[config.mk]
export PLATFORM = sky130hd
export DESIGN_NAME = spi_rx
export DESIGN_NICKNAME = d
export VERILOG_FILES = /design/src/rtl/spi_rx.sv
export SDC_FILE = /design/constraint.sdc
export NUM_CORES = 1
export LEC_CHECK = 0
export ABC_CLOCK_PERIOD_IN_PS = 3500
export BUFFER_PORTS_ARGS = -buffer_cell sky130_fd_sc_hd__buf_4
export CAP_MARGIN = 20
export CORE_ASPECT_RATIO = 1.5
export CORE_MARGIN = 4
export CORE_UTILIZATION = 30
export CTS_BUF_LIST = sky130_fd_sc_hd__clkbuf_8
export DETAILED_ROUTE_END_ITERATION = 10
export GPL_ROUTABILITY_DRIVEN = 0
export SKIP_LAST_GASP = 1
export SYNTH_ARGS = -nofsm -noshare
export SYNTH_HDL_FRONTEND = slang
export SYNTH_SLANG_ARGS = --single-unit
[constraint.sdc]
create_clock -name i_clk -period 3.5 [get_ports i_clk]
set_input_delay 0.525 -clock i_clk [delete_from_list [all_inputs] [get_ports i_clk]]
set_output_delay 0.525 -clock i_clk [all_outputs]
set_load 0.02 [all_outputs]
[src/rtl/spi_rx.sv]
// SPI slave receiver: oversamples SCK/CS/MOSI on i_clk and shifts in WIDTH-bit words in any CKP/CPH mode.
// A response word is shifted out on o_miso across the same frame.
module spi_rx #(
  parameter int WIDTH = 8
) (
  input  logic             i_clk,
  input  logic             i_rst_n,
  input  logic             i_sck,
  input  logic             i_cs_n,
  input  logic             i_mosi,
  input  logic             i_ckp,
  input  logic             i_cph,
  input  logic [WIDTH-1:0] i_tx_data,
  output logic             o_miso,
  output logic [WIDTH-1:0] o_rx_data,
  output logic             o_rx_valid,
  output logic             o_busy
);
  localparam int CW = (WIDTH > 1) ? $clog2(WIDTH) : 1;

  typedef enum logic [1:0] {S_IDLE, S_LOAD, S_ACTIVE} state_t;
  state_t r_state, w_next;

  logic             r_sck_s1, r_sck_s2, r_sck_s3;
  logic             r_cs_s1, r_cs_s2, r_cs_s3;
  logic             r_mosi_s1, r_mosi_s2;
  logic             r_ckp, r_cph;
  logic [CW-1:0]    r_cnt;
  logic [WIDTH-1:0] r_rx_sr, r_tx_sr, r_rx_data;
  logic             r_rx_valid;

  logic w_cs_fall, w_sck_rise, w_sck_fall, w_samp, w_shift, w_wrap;

  // Third stage on SCK/CS only feeds edge detection; MOSI aligns with the second stage.
  always_ff @(posedge i_clk or negedge i_rst_n) begin
    if (!i_rst_n) begin
      {r_sck_s1, r_sck_s2, r_sck_s3} <= '0;
      {r_cs_s1, r_cs_s2, r_cs_s3}    <= '0;
      {r_mosi_s1, r_mosi_s2}         <= '0;
    end else begin
      {r_sck_s1, r_sck_s2, r_sck_s3} <= {i_sck, r_sck_s1, r_sck_s2};
      {r_cs_s1, r_cs_s2, r_cs_s3}    <= {i_cs_n, r_cs_s1, r_cs_s2};
      {r_mosi_s1, r_mosi_s2}         <= {i_mosi, r_mosi_s1};
    end
  end

  assign w_cs_fall  = r_cs_s3 & ~r_cs_s2;
  assign w_sck_rise = ~r_sck_s3 & r_sck_s2;
  assign w_sck_fall = r_sck_s3 & ~r_sck_s2;
  assign w_samp     = (r_ckp == r_cph) ? w_sck_rise : w_sck_fall;
  assign w_shift    = (r_ckp == r_cph) ? w_sck_fall : w_sck_rise;
  assign w_wrap     = (r_cnt == CW'(WIDTH - 1));

  always_ff @(posedge i_clk or negedge i_rst_n) begin
    if (!i_rst_n) r_state <= S_IDLE;
    else          r_state <= w_next;
  end

  always_comb begin
    w_next = r_state;
    case (r_state)
      S_IDLE:   if (w_cs_fall) w_next = S_LOAD;
      S_LOAD:   w_next = S_ACTIVE;
      S_ACTIVE: if (r_cs_s2) w_next = S_IDLE;
      default:  w_next = S_IDLE;
    endcase
  end

  always_ff @(posedge i_clk or negedge i_rst_n) begin
    if (!i_rst_n) begin
      r_ckp      <= 1'b0;
      r_cph      <= 1'b0;
      r_cnt      <= '0;
      r_rx_sr    <= '0;
      r_tx_sr    <= '0;
      r_rx_data  <= '0;
      r_rx_valid <= 1'b0;
    end else begin
      r_rx_valid <= 1'b0;
      case (r_state)
        S_IDLE: begin
          r_cnt <= '0;
          if (w_cs_fall) begin
            r_ckp <= i_ckp;
            r_cph <= i_cph;
          end
        end
        S_LOAD: begin
          r_tx_sr <= i_tx_data;
          r_rx_sr <= '0;
          r_cnt   <= '0;
        end
        S_ACTIVE: begin
          // CS deassertion wins over a coincident SCK edge; a partial word is dropped.
          if (r_cs_s2) begin
            r_cnt <= '0;
          end else if (w_samp) begin
            r_rx_sr <= {r_rx_sr[WIDTH-2:0], r_mosi_s2};
            r_cnt   <= w_wrap ? '0 : r_cnt + 1'b1;
            if (w_wrap) begin
              r_rx_data  <= {r_rx_sr[WIDTH-2:0], r_mosi_s2};
              r_rx_valid <= 1'b1;
              r_tx_sr    <= i_tx_data;
            end
          end else if (w_shift && r_cnt != '0) begin
            r_tx_sr <= {r_tx_sr[WIDTH-2:0], 1'b0};
          end
        end
        default: r_cnt <= '0;
      endcase
    end
  end

  assign o_busy     = (r_state == S_ACTIVE);
  assign o_miso     = o_busy & r_tx_sr[WIDTH-1];
  assign o_rx_data  = r_rx_data;
  assign o_rx_valid = r_rx_valid;
endmodule

### Yosys cells after proc, flatten, opt, wreduce, memory -nomap -nowiden

Index checks and enable logic that the tools add are counted.

| storage, ports and cells | value |
|---|---|
| input bits | 15 |
| flip-flop bits (word level) | 39 |
| word-level logic and storage cells | 65 |

| cells by class | value |
|---|---|
| reductions and logical operators | 9 |
| multiplexer cells | 21 |
| bitwise operators | 7 |
| $add $sub $neg | 1 |
| eq/ne operators | 11 |

Operators by type and width:

| operator | count |
|---|---|
| 8-bit two-way mux | 4 |
| 8-bit case mux with 2 select lines | 1 |
| 7-bit two-way mux | 2 |
| 7-bit case mux with 2 select lines | 1 |
| 3-bit two-way mux | 4 |
| 4-bit AND reduction | 2 |
| 1-bit two-way mux | 6 |
| 3-bit by 1-bit != test with 1-bit output, second input constant | 2 |
| 2-bit case mux with 3 select lines | 1 |
| 1-bit AND | 4 |
| 2-bit two-way mux | 2 |
| 2-bit by 1-bit != test with 1-bit output, second input constant | 2 |
| 2-bit != test, second input constant | 2 |
| 2-bit AND reduction | 2 |
| 3-bit by 1-bit adder with 3-bit output, second input constant | 1 |
| 3-bit equality test, second input constant | 1 |
| 3-bit by 2-bit != test with 1-bit output, second input constant | 1 |
| 1-bit NOT | 3 |
| 3-bit AND reduction | 1 |
| 3-bit nonzero test | 1 |
| 2-bit by 1-bit equality test with 1-bit output, second input constant | 1 |
| 2-bit equality test, second input constant | 1 |
| 2-bit logical NOT | 1 |
| 2-bit nonzero test | 1 |
| 2 further kinds | 2 |

### Logic depth before layout (Yosys ltp)

Gate-level depths: netlist (run 1).

| depth | value |
|---|---|
| word-level depth | 8 |
| mapped depth | 8 |
| depth with buffers taken out | 6 |

### Worst setup path before layout (run 1)

No wires, ideal clock.

| timing | value |
|---|---|
| kind | reg-to-reg |
| start point | register r_state[0] |
| end point | register r_tx_sr[1] |
| data required time | 3.375 ns |
| buffers on the path | 2 |
| cell stages (with the launch flop) | 9 |
| period minus slack after synthesis | 2.057 ns |
| library setup time | 0.125 ns |
| setup slack | 1.443 ns |
| arrival | 1.932 ns |
| cell sequence | dfrtp_1 -> inv_1 -> ha_1 -> nand2b_1 -> nor3b_2 -> buf_6 -> a221o_1 -> buf_6 -> mux2_4 |

| on the way | value |
|---|---|
| longest elaborated chain between the ends | 3 |

RTL lines:

| item | RTL line | RTL |
|---|---|---|
| start: declaration | 22 | `state_t r_state, w_next;` |
| start signal: assignment | 56 | `else r_state <= w_next;` |
| 2-bit equality test * | n/a |  |
| net o_busy | 17 | `output logic o_busy` |
| 3-bit by 2-bit != test with 1-bit output (no source line), or another cell as far along | n/a |  |
| 4-bit AND reduction (no source line) | n/a |  |
| end signal: assignment | 89 | `r_tx_sr <= i_tx_data;` |
| end signal: assignment | 103 | `r_tx_sr <= i_tx_data;` |
| end signal: assignment | 106 | `r_tx_sr <= {r_tx_sr[WIDTH-2:0], 1'b0};` |
| end: declaration | 29 | `logic [WIDTH-1:0] r_rx_sr, r_tx_sr, r_rx_data;` |

Mark *: on every way through the listed nets, which the timed path passes. The rest lies on a longest branch.
A chain may end at the register's enable or synchronous reset.

### Worst setup path after layout (run 1)

| timing | value |
|---|---|
| start point | register r_state[0] |
| end point | register r_tx_sr[1] |

| on the way | value |
|---|---|
| longest elaborated chain between the ends | 3 |

RTL lines:

| item | RTL line | RTL |
|---|---|---|
| 2-bit equality test / 2-bit by 1-bit equality test with 1-bit output (equally long branches) | 80 | `case (r_state)` |
| 3-bit by 2-bit != test with 1-bit output (no source line), or another cell as far along | n/a |  |
| 4-bit AND reduction (no source line) | n/a |  |

Parallel ways exist; a longest one is shown, timed or not.

==> results of run 1 <==
## worst reg2reg max path, cell delays in order, from the launching register on
cell and delay, ps:
sky130_fd_sc_hd__dfrtp_1 420, sky130_fd_sc_hd__inv_1 100, sky130_fd_sc_hd__ha_1 300, sky130_fd_sc_hd__clkinv_1 300
sky130_fd_sc_hd__a221o_1 620, sky130_fd_sc_hd__mux2_4 370
## metal layers
| layer | vias to the layer above | track usage [%] | share of wire (%) |
|---|---|---|---|
| met4 | 0 | 4.87 | 2.3 |
| met5 | - | 0 | 0 |
| met2 | 24 | 14.6 | 47 |
| met1 | 503 | 12.1 | 45 |
| li1 | 522 | - | - |
| met3 | 7 | 3.28 | 5.8 |
## through the flow
step           cells  hold slack [ps]
2_1_floorplan    131              229
3_3_place_gp     225              332
3_5_place_dp     225              335
4_1_cts          233              209
5_1_grt          233              235
6_report         233              199
## layout make-up
type                       count  area (um^2)  share of cell area (%)
sequential                    39          976                    46.7
multi-input combinational     81          714                    34.2
timing repair buffer          26          195                    9.35
tap                           70         87.6                    4.19
clock buffer                   5         68.8                    3.30
inverter                       9         33.8                    1.62
clock inverter                 3         12.5                   0.599
## worst max-delay path by stage
stage                     cells past startpoint                endpoint  slack, ps
after floorplan                               8  r_tx_sr[1]$_DFFE_PN0P_       1440
after global placement                        5  r_tx_sr[2]$_DFFE_PN0P_       1370
after detailed placement                      5  r_tx_sr[6]$_DFFE_PN0P_       1290
after CTS                                     6  r_tx_sr[2]$_DFFE_PN0P_       1280
after global routing                          5  r_tx_sr[2]$_DFFE_PN0P_       1090
final                                         5  r_tx_sr[1]$_DFFE_PN0P_       1280
## cells in the mapped netlist (all sizes together)
library cell and n:
a22oi 7, mux2i 3, nand2 10, nand2b 4, and2 1, o2bb2ai 7
o21ai 4, a221o 1, nor3 1, or3 1, dfrtp 39, nor2 2
or2 1, inv 7, xnor2 1, clkinv 2, ha 7, nor3b 1
mux2 24, buf 2, a21oi 6
## where the power goes
part	switching [uW]	internal, uW	leakage [uW]
Combinational	233	233	0.000427
Sequential	51.0	533	0.000503
Clock	146	134	0.0000505
Total	430	900	0.000981
## kinds of logic after synthesis
| family | share of synthesized area, % |
|---|---|
| buffers and inverters | 3.22 |
| XOR/XNOR | 0.931 |
| flip-flops | 55.9 |
| AND/OR/NAND/NOR | 6.09 |
| adder cells (fa/ha/maj) | 5.01 |
| multiplexers | 18.9 |
| AO/OA/AOI/OAI | 9.96 |
## flip-flops by register name, summed over array words and instances (netlist names), 2 cells and up
register / count
r_tx_sr: 8
r_cnt: 3
o_rx_data: 8
r_state: 2
r_rx_sr: 7
==> implementation parameters, run 1 <==
Parameter                              Value

Run status
  Run status    completed

Detailed routing
  DR iter-0 viols    47
  Routed wire length    2990 um
  DR pass1 iterations    4
  Wire length per cell after detailed routing    approximately 13 um
  Via/cell ratio    ~4.5
  Total number of vias    ~1100
  DRC violations left    0
  Antenna-violating nets left    0

Power and ir drop
  Lkg Pwr    slightly below 0.001 uW
  Total power divided by cell area    approximately 640 mW/mm^2
  Overall power    between 1000 and 1500 uW
  Maximum vdd drop    roughly 0.00022 V

Setup path
  Dominant delay contributor by cell family on the critical path    compound AO/OA/AOI/OAI gates
  Internal reg-to-reg setup slack    around 1300 ps
  Worst EP arrival    between 2000 and 2500 ps
  Worst r2r path cells    5
  Startpoint class of the critical path    register
  Worst reg2reg startpoint    r_state[0]$_DFFE_PN0P_
  Count of buffering cells on the critical path with inverters included    2
  Critical Path Source    r_state[0]$_DFFE_PN0P_
  Startpoint-to-endpoint class of the critical path    reg2reg
  Master of the slowest instance on the critical path    sky130_fd_sc_hd__a221o_1
  Critical Path, Cell by Cell    inv_1, ha_1, clkinv_1, a221o_1, mux2_4
  Worst-path fanout max    9
  FF-to-FF End    r_tx_sr[1]$_DFFE_PN0P_
  Critical Path RT    ~3700 ps
  Delay contributed by the slowest stage of the critical path    ~620 ps
  Sort of element at the end of the critical path    register

Floorplanning
  Core region area    approximately 0.0056 mm^2
  Die height    101 um
  Row Count    33
  Area of the die    a little over 0.007 mm^2
  Number of top-level pins    26
  Chip width    around 70 um
  Initial core utilization    a little under a third

CTS
  Cts bufs inserted    5
  Maximum clock path buffer count    2
  Clock net sink count    39
  Source-to-sink clock delay at the later pin of the worst-skew pair    280 ps
  Number of buffers inserted by hold repair at cts    0
  Count of instances resized after the clock tree is built    0
  CTS tree    yes
  Number of setup buffers added after CTS    0
  # H-tree levels    2
  Clock-pin slew of the registers on the worst-case setup and hold paths    about 70 ps
  Cell at the root of the clock tree    sky130_fd_sc_hd__clkbuf_8

STA
  Setup WS post-layout    about 1300 ps
  Final Skew    between 1.5 and 2 ps
  Clock period minus worst slack    about 2200 ps
  Share of the clock period used by the worst path    a little under two thirds
  Highest attainable clock frequency    0.450 GHz
  Unrepaired setup endpoints after global routing    no
  Sum Neg Setup Slack    0 ps
  Slew Viols, Final    0
  Worst-margin pin slew    773 ps
  Relative max-transition margin    48.1%
  Number of hold violations in the final report    0
  Final setup violation count    0

Global route
  Maximum number of pins on one net before global-route repair    40
  Global Route Usage Sum    9.60%
  Wire length of the first global-routing pass    5300 um
  Overall overflow remaining after global route    0
  Vias in the first global route    ~1100
  Antenna violations before repair    0

Final layout
  Most frequent standard cell in the layout excluding fill and tap cells    sky130_fd_sc_hd__dfrtp_1
  Share of layout cells above drive strength 1    36.2%
  Growth of design area from synthesis to finish    19.6%
  Diodes inserted    0
  Finished layout cell area    0.00209 mm^2
  NumNets Final    around 180
  Most used cells in the layout excluding fill and tap cells    39 x sky130_fd_sc_hd__dfrtp_1, 26 x sky130_fd_sc_hd__buf_4, 16 x sky130_fd_sc_hd__mux2_2
  Post-route core utilization    37.5%
  Total of fill cells in the finished design    about 560

Yosys
  Per-instance average area after synthesis    13.3 um^2
  Most area-consuming cells after synthesis    sky130_fd_sc_hd__dfrtp_1 56%, sky130_fd_sc_hd__mux2_2 10%, sky130_fd_sc_hd__mux2_4 6.9%
  Sequential-to-total area share from yosys stat    55.9%
  Post-synthesis instance total    ~130
  Post-synthesis cell type count    22
  Mapped Nets    ~150
  Post-synthesis sequential element count    39
  Post-synthesis instance area    between 0.0015 and 0.002 mm^2
  Cell type with the highest aggregate area in the netlist    sky130_fd_sc_hd__dfrtp_1
  Top-area cell type share of the netlist area    a little under three fifths
  Number of warnings reported in the yosys synthesis log    0

Placed design
  Worst-case setup slack after placement    about 1300 ps
  # port buffers    25
  DP HPWL    2130 um
  DP Area    about 0.0020 mm^2

Min path
  Path category of the worst min-delay check    in2async

Flow run
  Max Cap Viol    0
Power figures use the tool's default switching activity.
==> inputs of run 2 (changes only) <==
ABC_CLOCK_PERIOD_IN_PS = 1800   (was 3500)
clock period = 1.8 ns   (was 3.5 ns; I/O delays follow)
==> run 2 against run 1 <==
Global-route usage up 0.28 points. Via count increased by 7.2%. Clock power up 94%. Cell count rose by 6.9%. Design area grew 8.6%. Routed wire length rose by 4.7%. Largest power group is now combinational logic. The flow now finishes with violations (setup timing). Register-to-register slack lost 1300 ps. Critical endpoint unchanged.
==> implementation parameters, run 2 (synthesized netlist as in run 1, its figures left out) <==
Parameter                              Value

Run status
  Run status    complete, but fails checks (was completed)
  Violated checks    setup timing

Setup path
  Master of the slowest instance on the critical path    sky130_fd_sc_hd__dfrtp_1 (was sky130_fd_sc_hd__a221o_1)
  Startpoint class of the critical path    register (unchanged)
  Critical Path, Cell by Cell    xnor2_2, mux2_4, nor3b_2, a221o_1, buf_12, mux2_4 (was inv_1, ha_1, clkinv_1, a221o_1, mux2_4)
  Worst EP arrival    2040 ps (was 2390 ps)
  Most used cell along the critical path    sky130_fd_sc_hd__mux2_4
  Critical Path RT    1970 ps (was 3670 ps)
  Startpoint-to-endpoint class of the critical path    reg2reg (unchanged)
  Worst-path fanout max    8 (was 9)
  Delay contributed by the slowest stage of the critical path    400 ps (was 620 ps)
  Sort of element at the end of the critical path    register (unchanged)

Power and ir drop
  Lkg Pwr    0.00106 uW (was 0.000981 uW)
  Maximum vdd drop    0.000588 V (was 0.000223 V)
  Total power divided by cell area    1250 mW/mm^2 (was 637 mW/mm^2)
  Overall power    2830 uW (was 1330 uW)

Detailed routing
  DR iter-0 viols    21 (was 47)
  DR pass1 iterations    4 (unchanged)
  DRC violations left    0 (unchanged)
  Via/cell ratio    4.55 (was 4.53)
  Routed wire length    3130 um (was 2990 um)
  Total number of vias    1132 (was 1056)
  Wire length per cell after detailed routing    12.6 um (was 12.8 um)
  Antenna-violating nets left    0 (unchanged)

Final layout
  Diodes inserted    0 (unchanged)
  Most frequent standard cell in the layout excluding fill and tap cells    sky130_fd_sc_hd__buf_4 (was sky130_fd_sc_hd__dfrtp_1)
  Growth of design area from synthesis to finish    29.8% (was 19.6%)
  Most used cells in the layout excluding fill and tap cells    40 x sky130_fd_sc_hd__buf_4, 39 x sky130_fd_sc_hd__dfrtp_1, 16 x sky130_fd_sc_hd__mux2_2 (was 39 x sky130_fd_sc_hd__dfrtp_1, 26 x sky130_fd_sc_hd__buf_4, 16 x sky130_fd_sc_hd__mux2_2)
  Post-route core utilization    40.7% (was 37.5%)
  NumNets Final    200 (was 184)
  Share of layout cells above drive strength 1    46.9% (was 36.2%)
  Cell Count, Final, Fillers Out    249 (was 233)

STA
  Clock period minus worst slack    1860 ps (was 2220 ps)
  Setup WS post-layout    -64.0 ps (was 1280 ps)
  Slew Viols, Final    0 (unchanged)
  Unrepaired setup endpoints after global routing    yes (was no)
  Highest attainable clock frequency    0.536 GHz (was 0.450 GHz)
  Share of the clock period used by the worst path    104% (was 63.5%)
  Worst-margin pin slew    484 ps (was 773 ps)
  Relative max-transition margin    67.7% (was 48.1%)
  Worst Hold Slack    91.4 ps (was 199 ps)
  Number of hold violations in the final report    0 (unchanged)
  Final setup violation count    15 (was 0)
  Final Skew    6.42 ps (was 1.57 ps)

CTS
  CTS tree    yes (unchanged)
  Clock-pin slew of the registers on the worst-case setup and hold paths    70 ps (about the same)
  Clock net sink count    39 (unchanged)
  Maximum clock path buffer count    2 (unchanged)
  Cell at the root of the clock tree    sky130_fd_sc_hd__clkbuf_8 (unchanged)
  Cts bufs inserted    5 (unchanged)
  # H-tree levels    2 (unchanged)
  Source-to-sink clock delay at the later pin of the worst-skew pair    290 ps (was 280 ps)

Floorplanning
  Row Count    33 (unchanged)
  Initial core utilization    31.3% (unchanged)
  Core region area    0.00557 mm^2 (unchanged)
  Number of top-level pins    26 (unchanged)
  Area of the die    0.00713 mm^2 (unchanged)
  Die height    101 um (unchanged)
  Chip width    70.3 um (unchanged)

Flow run
  Max Cap Viol    0 (unchanged)

Placed design
  Worst-case setup slack after placement    -131 ps (was 1290 ps)
  DP HPWL    2290 um (was 2130 um)
  Placed cell count    239 (was 225)
  # port buffers    25 (unchanged)

Global route
  Vias in the first global route    1233 (was 1087)
  Overall overflow remaining after global route    0 (unchanged)
  Wire length of the first global-routing pass    5530 um (was 5300 um)
  Global Route Usage Sum    9.88% (was 9.60%)
  Antenna violations before repair    0 (unchanged)
  Maximum number of pins on one net before global-route repair    40 (unchanged)

Min path
  Path category of the worst min-delay check    in2reg (was in2async)
## run 2: final cells by class
class	count	area [um^2]
Clock buffer	5	68.8
Clock inverter	3	12.5
Fill cell	550	3310
Inverter	9	33.8
Multi-Input combinational cell	81	758
Sequential cell	39	976
Tap cell	70	87.6
Timing Repair Buffer	42	330
## run 2: final timing paths
path,startpoint,to,slack (ps),cells after the start
worst max-delay path,r_cph$_DFFE_PN0P_,r_tx_sr[1]$_DFFE_PN0P_,-60,6
worst min-delay path,i_cs_n,r_cs_s1$_DFF_PN0_,90,1
worst max register to register,r_cph$_DFFE_PN0P_,r_tx_sr[1]$_DFFE_PN0P_,-60,6
worst min register to register,r_sck_s1$_DFF_PN0_,r_sck_s2$_DFF_PN0_,350,0
max in group asynchronous,i_rst_n,o_rx_data[1]$_DFFE_PN0P_,970,2
min in group asynchronous,i_rst_n,r_tx_sr[4]$_DFFE_PN0P_,490,2
## run 2: per-layer routing
layer,up-vias,share of wire [%],global-route usage (%)
li1,553,-,-
met1,549,42,11.3
met2,24,50,16.9
met3,6,5.6,3.08
met4,0,2.2,4.42
met5,-,0,0
## run 2: what timing repair did
item,CTS,global route
resized for setup,1,8
pin swaps,1,8
buffers inserted,1,0
hold endpoints to repair,39,0
endpoints found under the setup margin,15,24
hold buffers,1,0
## run 2: worst max-delay path, delay by kind of cell (launching register included)
family | cells | cell delay, ps
xor gates and xnor gates | 1 | 200
muxes | 2 | 640
DFF | 1 | 400
buffers and inverters | 1 | 140
and+or+nand+nor | 1 | 190
AOI/OAI and AO/OA | 1 | 180
## run 2: stage by stage
step                      TNS, ps  area, um^2
final                        -491        2270
after detailed placement    -1000        2130
after global routing        -2350        2270
after floorplan             -1390        1750
after global placement       -734        2130
after CTS                    -687        2230
## run 2: power breakdown
group | switching (uW) | leakage, uW | total, uW | internal (uW)
Clock | 282 | 0.0000505 | 542 | 260
Sequential | 97.9 | 0.000503 | 1140 | 1040
Combinational | 512 | 0.000510 | 1160 | 646
